$ cat src/rtl/aes_inv_cipher_ctrl.sv
// Sequencer for the AES-128 inverse cipher datapath: issues one state/word load command
// per cycle and owns the round-key index and done flag.
module aes_inv_cipher_ctrl #(
   parameter int ROUNDS = 10
) (
   input  logic       CLK,
   input  logic       RESET_N,
   input  logic       AES_START,
   input  logic       keyexp_done,
   output logic       msg_ld,
   output logic       keyexp_start,
   output logic       state_ld,
   output logic [1:0] state_sel,
   output logic       word_ld,
   output logic [1:0] word_sel,
   output logic [3:0] round_idx,
   output logic       busy,
   output logic       AES_DONE
);

   typedef enum logic [3:0] {
      WAIT     = 4'd0,
      KEYEXP   = 4'd1,
      ARK_INIT = 4'd2,
      ISR      = 4'd3,
      ISB      = 4'd4,
      ARK      = 4'd5,
      IMC0     = 4'd6,
      IMC1     = 4'd7,
      IMC2     = 4'd8,
      IMC3     = 4'd9,
      DONE     = 4'd10
   } state_t;

   localparam logic [3:0] ROUND_MAX = 4'(ROUNDS);

   state_t state, state_nxt;

   always_ff @(posedge CLK or negedge RESET_N) begin
      if (!RESET_N) state <= WAIT;
      else          state <= state_nxt;
   end

   // Index walks ROUNDS..0 as round keys are consumed; saturates at 0.
   always_ff @(posedge CLK or negedge RESET_N) begin
      if (!RESET_N)
         round_idx <= ROUND_MAX;
      else if (state == WAIT && AES_START)
         round_idx <= ROUND_MAX;
      else if ((state == ARK_INIT || state == ARK) && round_idx != 4'd0)
         round_idx <= round_idx - 4'd1;
   end

   always_comb begin
      state_nxt = state;
      case (state)
         WAIT:     if (AES_START) state_nxt = KEYEXP;
         KEYEXP:   if (keyexp_done) state_nxt = ARK_INIT;
         ARK_INIT: state_nxt = ISR;
         ISR:      state_nxt = ISB;
         ISB:      state_nxt = ARK;
         ARK:      state_nxt = (round_idx == 4'd0) ? DONE : IMC0;
         IMC0:     state_nxt = IMC1;
         IMC1:     state_nxt = IMC2;
         IMC2:     state_nxt = IMC3;
         IMC3:     state_nxt = ISR;
         DONE:     if (!AES_START) state_nxt = WAIT;
         default:  state_nxt = WAIT;
      endcase
   end

   always_comb begin
      msg_ld       = 1'b0;
      keyexp_start = 1'b0;
      state_ld     = 1'b0;
      state_sel    = 2'd0;
      word_ld      = 1'b0;
      word_sel     = 2'd0;
      busy         = 1'b1;
      AES_DONE     = 1'b0;
      case (state)
         WAIT: begin
            busy         = 1'b0;
            msg_ld       = AES_START;
            keyexp_start = AES_START;
         end
         KEYEXP:   ;
         ARK_INIT: state_ld = 1'b1;
         ARK:      state_ld = 1'b1;
         ISR: begin
            state_ld  = 1'b1;
            state_sel = 2'd1;
         end
         ISB: begin
            state_ld  = 1'b1;
            state_sel = 2'd2;
         end
         IMC0: begin
            word_ld  = 1'b1;
            word_sel = 2'd0;
         end
         IMC1: begin
            word_ld  = 1'b1;
            word_sel = 2'd1;
         end
         IMC2: begin
            word_ld  = 1'b1;
            word_sel = 2'd2;
         end
         IMC3: begin
            word_ld  = 1'b1;
            word_sel = 2'd3;
         end
         DONE: begin
            busy     = 1'b0;
            AES_DONE = 1'b1;
         end
         default: busy = 1'b0;
      endcase
   end

endmodule

$ cat config.mk
export PLATFORM = sky130hd
export DESIGN_NAME = aes_inv_cipher_ctrl
export DESIGN_NICKNAME = d
export VERILOG_FILES = /design/src/rtl/aes_inv_cipher_ctrl.sv
export SDC_FILE = /design/constraint.sdc
export NUM_CORES = 1
export LEC_CHECK = 0
export BUFFER_PORTS_ARGS = -buffer_cell sky130_fd_sc_hd__buf_2
export CORE_AREA = 2 2 39 41
export DETAILED_ROUTE_END_ITERATION = 10
export DIE_AREA = 0 0 41 43
export GPL_TIMING_DRIVEN = 0
export PLACE_DENSITY = 0.68
export REMOVE_ABC_BUFFERS = 1
export SYNTH_ARGS = -nofsm -noshare
export SYNTH_HDL_FRONTEND = slang
export SYNTH_SLANG_ARGS = --single-unit
export TNS_END_PERCENT = 50
$ cat constraint.sdc
create_clock -name CLK -period 3.5 [get_ports CLK]
set_input_delay 0.525 -clock CLK [delete_from_list [all_inputs] [get_ports CLK]]
set_output_delay 0.525 -clock CLK [all_outputs]
set_load 0.02 [all_outputs]
==> impl_metrics.json, run 1 <==
{
  "mostFrequentLayoutCells": "buf_2, nor2_1, inv_1, dfrtp_1",
  "ir_drop_v": 0.000147,
  "initial_core_util_pct": 43.0,
  "drive_above_1_share_pct": 31.3,
  "ctsResizeCount": 0,
  "netlist_area_um2": 596,
  "swShare_pct": 20.9,
  "yosysUniqueCellTypes": 35,
  "end_kind": "output pin",
  "ys_seq_area_share_pct": 34.0,
  "hold_path_class": "input port to asynchronous set/reset pin",
  "yosys_warnings": 0,
  "clk_pin_slew_worst_paths_ns": 0.06,
  "grtUsageMet2_pct": 28.4,
  "htreeDepth": 1,
  "post-dp-hpwl_um": 930,
  "antenna_found_initial": 0,
  "die_h_um": 43,
  "synth-seq-cells": 8,
  "drt_pass1_iterations": 4,
  "criticalPathCategory": "register to output pin",
  "fmax_mhz": 444,
  "cts_tree": "yes",
  "clockPowerShare_pct": 42.1,
  "use_met3_pct": 4.71,
  "ant_nets": 0,
  "grt-ovfl-total": 0,
  "p_int_uw": 134,
  "drtIter0Drc": 16,
  "globalRouteTotalUtil_pct": 17.7,
  "fin_skew_ns": 0.00210,
  "grt_first_pass_wirelength_mm": 2.13,
  "cts.path.max_buffers": 2,
  "layout.nets": 87,
  "grt_pass1_vias": 501,
  "synth_area_per_cell_um2": 9.16,
  "clk_latency_ns": 0.25,
  "avgViaCountPerCell": 5.67,
  "cts_root_buffer": "clkbuf_4",
  "required_ns": 2.97,
  "seq_power_share_pct": 54.9,
  "yosys-top-cells-area": "dfrtp_1, dfstp_2, nor2_1",
  "cts_hold_buf": 0,
  "gp_congestion": 0.722,
  "core_region_area_um2": 1380,
  "yosys.area.top_type": "dfrtp_1",
  "reg2reg_to": "round_idx[0]",
  "p_sw_uw": 35.2,
  "finalNonFillerCells": 96,
  "dieArea_um2": 1760,
  "status": "finished, final reports clean",
  "p_leak_uw": 0.000361,
  "worstMarginPinSlew_ns": 0.496,
  "met1_usage_pct": 20.9,
  "vias": 544,
  "row_count": 14,
  "arrival_ns": 1.73,
  "synth_top_area_share_pct": 25.2,
  "crit_end": "keyexp_start",
  "postCtsSetupRepairBufs": 0,
  "place.port_buffers": 17,
  "wl_per_cell_um": 13.8,
  "finalSetupTns_ns": 0,
  "cts_buffers": 3,
  "hold_violations": 0,
  "rsz0062_at_grt": "false",
  "n_antenna_cell": 0,
  "dp_cells": 93,
  "clock-sinks": 8,
  "setup_viol_count_final": 0,
  "rr_worst_depth": 5,
  "io_pins": 18,
  "cp-startpoint": "state[2]",
  "busiest_layer": "met2",
  "layout_commonest_cell": "buf_2",
  "fin_crit_sh_pct": 64.3,
  "wl_mm": 1.32,
  "fp.dieW_um": 41,
  "syn_inst": 65,
  "regToRegSetupSlack_ns": 1.78,
  "fillers": 141,
  "r2r_start": "round_idx[0]",
  "combPwrFrac_pct": 3.0,
  "syn_to_final_growth_pct": 15.8,
  "cp-start-kind": "register",
  "cp_max_fo": 11,
  "maxCapViolCount": 0,
  "min_period_ns": 2.25,
  "drv_slew": 0,
  "slew-limit-headroom_pct": 67.0,
  "drc_errors": 0,
  "grt_max_degree": 16,
  "power_density_nw_per_um2": 245
}
[cell families after synthesis]
logic type	after synthesis	share of synthesized area, %
multiplexers	3	5.88
adder cells (fa/ha/maj)	1	2.10
AO/OA/AOI/OAI	19	23.3
AND/OR/NAND/NOR	22	23.7
XOR/XNOR	1	1.47
buffers and inverters	11	9.45
flip-flops	8	34.0
[critical path, stage by stage, from the launching register on]
cell and delay (ns):
dfrtp_1 0.53, nor2_1 0.44, nand3_1 0.16, inv_1 0.15, buf_2 0.18
[state kept, by name (all words and copies together) (netlist names)]
| name | flops |
|---|---|
| round_idx | 4 |
| state | 4 |
[cells in the mapped netlist]
| cell type | number |
|---|---|
| buf_2 | 3 |
| o211ai_1 | 2 |
| ha_1 | 1 |
| o21a_1 | 2 |
| buf_6 | 1 |
| dfrtp_1 | 6 |
| mux2_4 | 1 |
| a211o_1 | 1 |
| nand3_1 | 1 |
| xnor2_1 | 1 |
| dfstp_2 | 2 |
| and2_1 | 3 |
| a31oi_1 | 1 |
| o31ai_1 | 1 |
| and4bb_4 | 1 |
| buf_4 | 1 |
| nand2_1 | 2 |
| a21o_1 | 1 |
| o21ai_1 | 1 |
| nor2_1 | 7 |
| a22o_1 | 1 |
| nor3_1 | 3 |
| inv_1 | 6 |
| and3_1 | 1 |
| mux2i_1 | 2 |
| o2111ai_1 | 1 |
| nor3b_1 | 1 |
| a22oi_1 | 1 |
| a21oi_1 | 1 |
| nor4b_4 | 1 |
| o22a_1 | 1 |
| o21ai_0 | 3 |
| o211a_1 | 2 |
| nor2b_1 | 1 |
| or3b_1 | 1 |
[how the worst min path moves through the flow]
| stage | from | to | slack (ns) | cells after the start |
|---|---|---|---|---|
| 2_1_floorplan | RESET_N | round_idx[0] | 0.23 | 0 |
| 3_3_place_gp | RESET_N | state[1] | 0.38 | 1 |
| 3_5_place_dp | RESET_N | state[1] | 0.38 | 1 |
| 4_1_cts | RESET_N | state[1] | 0.11 | 1 |
| 5_1_grt | RESET_N | state[0] | 0.12 | 1 |
| 6_report | RESET_N | state[1] | 0.11 | 1 |
[layout make-up]
cell class / instances / area (um^2) / area share (%)
multi-input combinational: 46 / 337 / 48.8
sequential: 8 / 203 / 29.4
timing repair buffer: 17 / 85.1 / 12.3
clock buffer: 3 / 22.5 / 3.27
inverter: 6 / 22.5 / 3.27
tap: 16 / 20.0 / 2.90
[stage by stage]
| stage | hold WS, ns | total power, uW | setup slack [ns] | cell area [um^2] | util [%] |
|---|---|---|---|---|---|
| floorplan | 0.229 | 95.2 | 1.60 | 562 | - |
| global placement | 0.382 | 99.3 | 1.56 | 667 | 48.2 |
| detailed placement | 0.381 | 99.3 | 1.54 | 667 | 48.2 |
| CTS | 0.110 | 171 | 1.26 | 689 | 49.8 |
| global route | 0.117 | 176 | 1.12 | 689 | 49.8 |
| finish | 0.108 | 169 | 1.25 | 689 | 49.8 |
[layer usage]
metal	wire [um]	part of all wire, %	vias to the layer above
met5	0	0	-
met4	9	0.68	0
li1	-	-	270
met2	654	49	17
met3	68	5.1	4
met1	589	45	253
[power groups by stage]
| stage | combinational [uW] | clock (uW) | sequential [uW] |
|---|---|---|---|
| floorplan | 0.978 | 0 | 94.2 |
| global placement | 5.14 | 0 | 94.2 |
| detailed placement | 5.14 | 0 | 94.2 |
| CTS | 5.19 | 73.2 | 92.6 |
| global route | 6.08 | 77.2 | 92.6 |
| finish | 5.07 | 71.2 | 92.7 |
No activity file was read; power rests on OpenSTA's default activity.
==> run 2: changes to the inputs <==
Settings changed: CORE_AREA 2 2 39 41 to unset, CORE_MARGIN set to 2, CORE_UTILIZATION set to 43, DIE_AREA 0 0 41 43 to unset.
Clock period 3.5 ns to 1.93 ns, I/O delays scaled along.
==> run 2 against run 1 <==
Compared with the run above:
- routed wire length shrank 13%
- worst hold slack gained 0.26 ns
- global-route usage grew 0.44 points
- combinational power grew 97%
- core utilization grew 4.9 points
- final cell count grew 1.0%
- die area shrank 3.6%
- critical endpoint unchanged
==> impl_metrics.json, run 2 (synthesized netlist as in run 1, its figures left out) <==
{
  "busiest_layer": "met2",
  "path_buf_inv": 2,
  "ir_drop_v": 0.000310,
  "layout_setup_ws_ns": 0.146,
  "cpPeakStageDelay_ns": 0.52,
  "antenna_found_initial": 0,
  "p_int_uw": 251,
  "cts_root_buffer": "clkbuf_4",
  "criticalPathCategory": "register to output pin",
  "cts.path.max_buffers": 2,
  "hold_path_class": "input port to register",
  "drt_pass1_iterations": 4,
  "min_from": "AES_START",
  "hold-path-cell-count": 3,
  "grt_max_degree": 16,
  "vias": 517,
  "grt-ovfl-total": 0,
  "setup_viol_count_final": 0,
  "mostFrequentLayoutCells": "buf_2, inv_1, nor2_1",
  "worstMarginPinSlew_ns": 0.414,
  "htreeDepth": 1,
  "min_period_ns": 1.78,
  "die_h_um": 41.2,
  "combPwrFrac_pct": 3.2,
  "swShare_pct": 18.7,
  "place_ws_ns": 0.225,
  "fp.dieW_um": 41.2,
  "post-dp-hpwl_um": 898,
  "cp_max_fo": 13,
  "cp-startpoint": "state[0]",
  "status": "finished, final reports clean",
  "fillers": 131,
  "clk_pin_slew_worst_paths_ns": 0.06,
  "syn_to_final_growth_pct": 19.5,
  "cts_buffers": 3,
  "core_region_area_um2": 1300,
  "postCtsSetupRepairBufs": 0,
  "wl_per_cell_um": 11.8,
  "cp-start-kind": "register",
  "clock-sinks": 8,
  "initial_core_util_pct": 45.8,
  "rr_worst_depth": 5,
  "avgViaCountPerCell": 5.33,
  "rsz0062_at_grt": "false",
  "seq_power_share_pct": 54.4,
  "grtUsageMet2_pct": 25.8,
  "p_leak_uw": 0.000368,
  "regToRegSetupSlack_ns": 0.25,
  "fin_crit_sh_pct": 92.4,
  "io_pins": 18,
  "clockPowerShare_pct": 42.4,
  "hold_violations": 0,
  "clk_latency_ns": 0.25,
  "arrival_ns": 1.49,
  "drv_slew": 0,
  "finalSetupTns_ns": 0,
  "required_ns": 1.64,
  "grt_pass1_vias": 402,
  "multi_input_area_um2": 344,
  "wl_mm": 1.15,
  "gp_congestion": 0.700,
  "place.port_buffers": 17,
  "dieArea_um2": 1700,
  "top_regs": "round_idx x4, state x4",
  "slew-limit-headroom_pct": 72.4,
  "met1_usage_pct": 22.9,
  "cts_tree": "yes",
  "path_delay_family": "flip-flops",
  "r2r_start": "round_idx[0]",
  "drtIter0Drc": 1,
  "layout.nets": 88,
  "grt_first_pass_wirelength_mm": 1.87,
  "hold_end": "round_idx[1]",
  "cp_cell_sequence": "nor2_1, nand3_1, inv_1, buf_2",
  "use_met3_pct": 4.89,
  "power_density_nw_per_um2": 435,
  "layout_commonest_cell": "buf_2",
  "drc_errors": 0,
  "maxCapViolCount": 0,
  "p_sw_uw": 58.0,
  "reg2reg_to": "round_idx[0]",
  "fin_skew_ns": 0.0121,
  "fmax_mhz": 561,
  "power_uw": 309,
  "regArea_um2": 205,
  "n_antenna_cell": 0,
  "ant_nets": 0,
  "globalRouteTotalUtil_pct": 18.2,
  "row_count": 13,
  "end_kind": "output pin",
  "drive_above_1_share_pct": 34.1,
  "cp_slowest_cell": "dfrtp_1"
}
run 2: power by group through the flow:
stage          registers, uW  clock network [uW]  logic [uW]
6_report                 168                 131        10.0
2_1_floorplan            171                   0        1.77
3_5_place_dp             171                   0        8.75
5_1_grt                  168                 153        11.7
3_3_place_gp             171                   0        8.78
4_1_cts                  168                 141        10.3
run 2: worst register-to-register path: stages (launching register included):
cell     delay (ns)
dfrtp_1        0.39
inv_1          0.10
ha_1           0.21
or3b_1         0.41
o21a_1         0.15
mux2_4         0.30
run 2: cell type report:
cell class | count | area share [%]
clock buffers | 4 | 3.69
inverters | 6 | 3.16
repair buffers | 18 | 13.4
flip-flops and latches | 8 | 28.8
multi-input cells | 46 | 48.3
well taps | 15 | 2.64
run 2: per-stage QoR:
step                util, %  instances  hold WS [ns]  instance area [um^2]
floorplan                 -         60      -0.00609                   562
global placement       51.2         92         0.132                   666
detailed placement     51.2         92         0.132                   666
CTS                    54.1         97         0.370                   704
global route           54.7         97         0.367                   712
finish                 54.7         97         0.372                   712
run 2: repair_timing:
item | 4_1_cts | 5_1_grt
gates cloned | 0 | 0
hold endpoints to repair | 6 | 0
pin swaps | 0 | 0
resized for setup | 1 | 3
hold buffers | 1 | 0
endpoints found under the setup margin | 3 | 3
run 2: worst max path at each step:
stage	endpoint	depth (start not counted)
floorplan	round_idx[0]	5
global placement	keyexp_start	4
detailed placement	keyexp_start	4
CTS	keyexp_start	4
global route	keyexp_start	4
finish	keyexp_start	4
run 2: layer usage:
layer	share of wire (%)	vias up
met5	0	-
met4	0.87	0
met3	1.0	2
met2	51	4
met1	47	241
li1	-	270
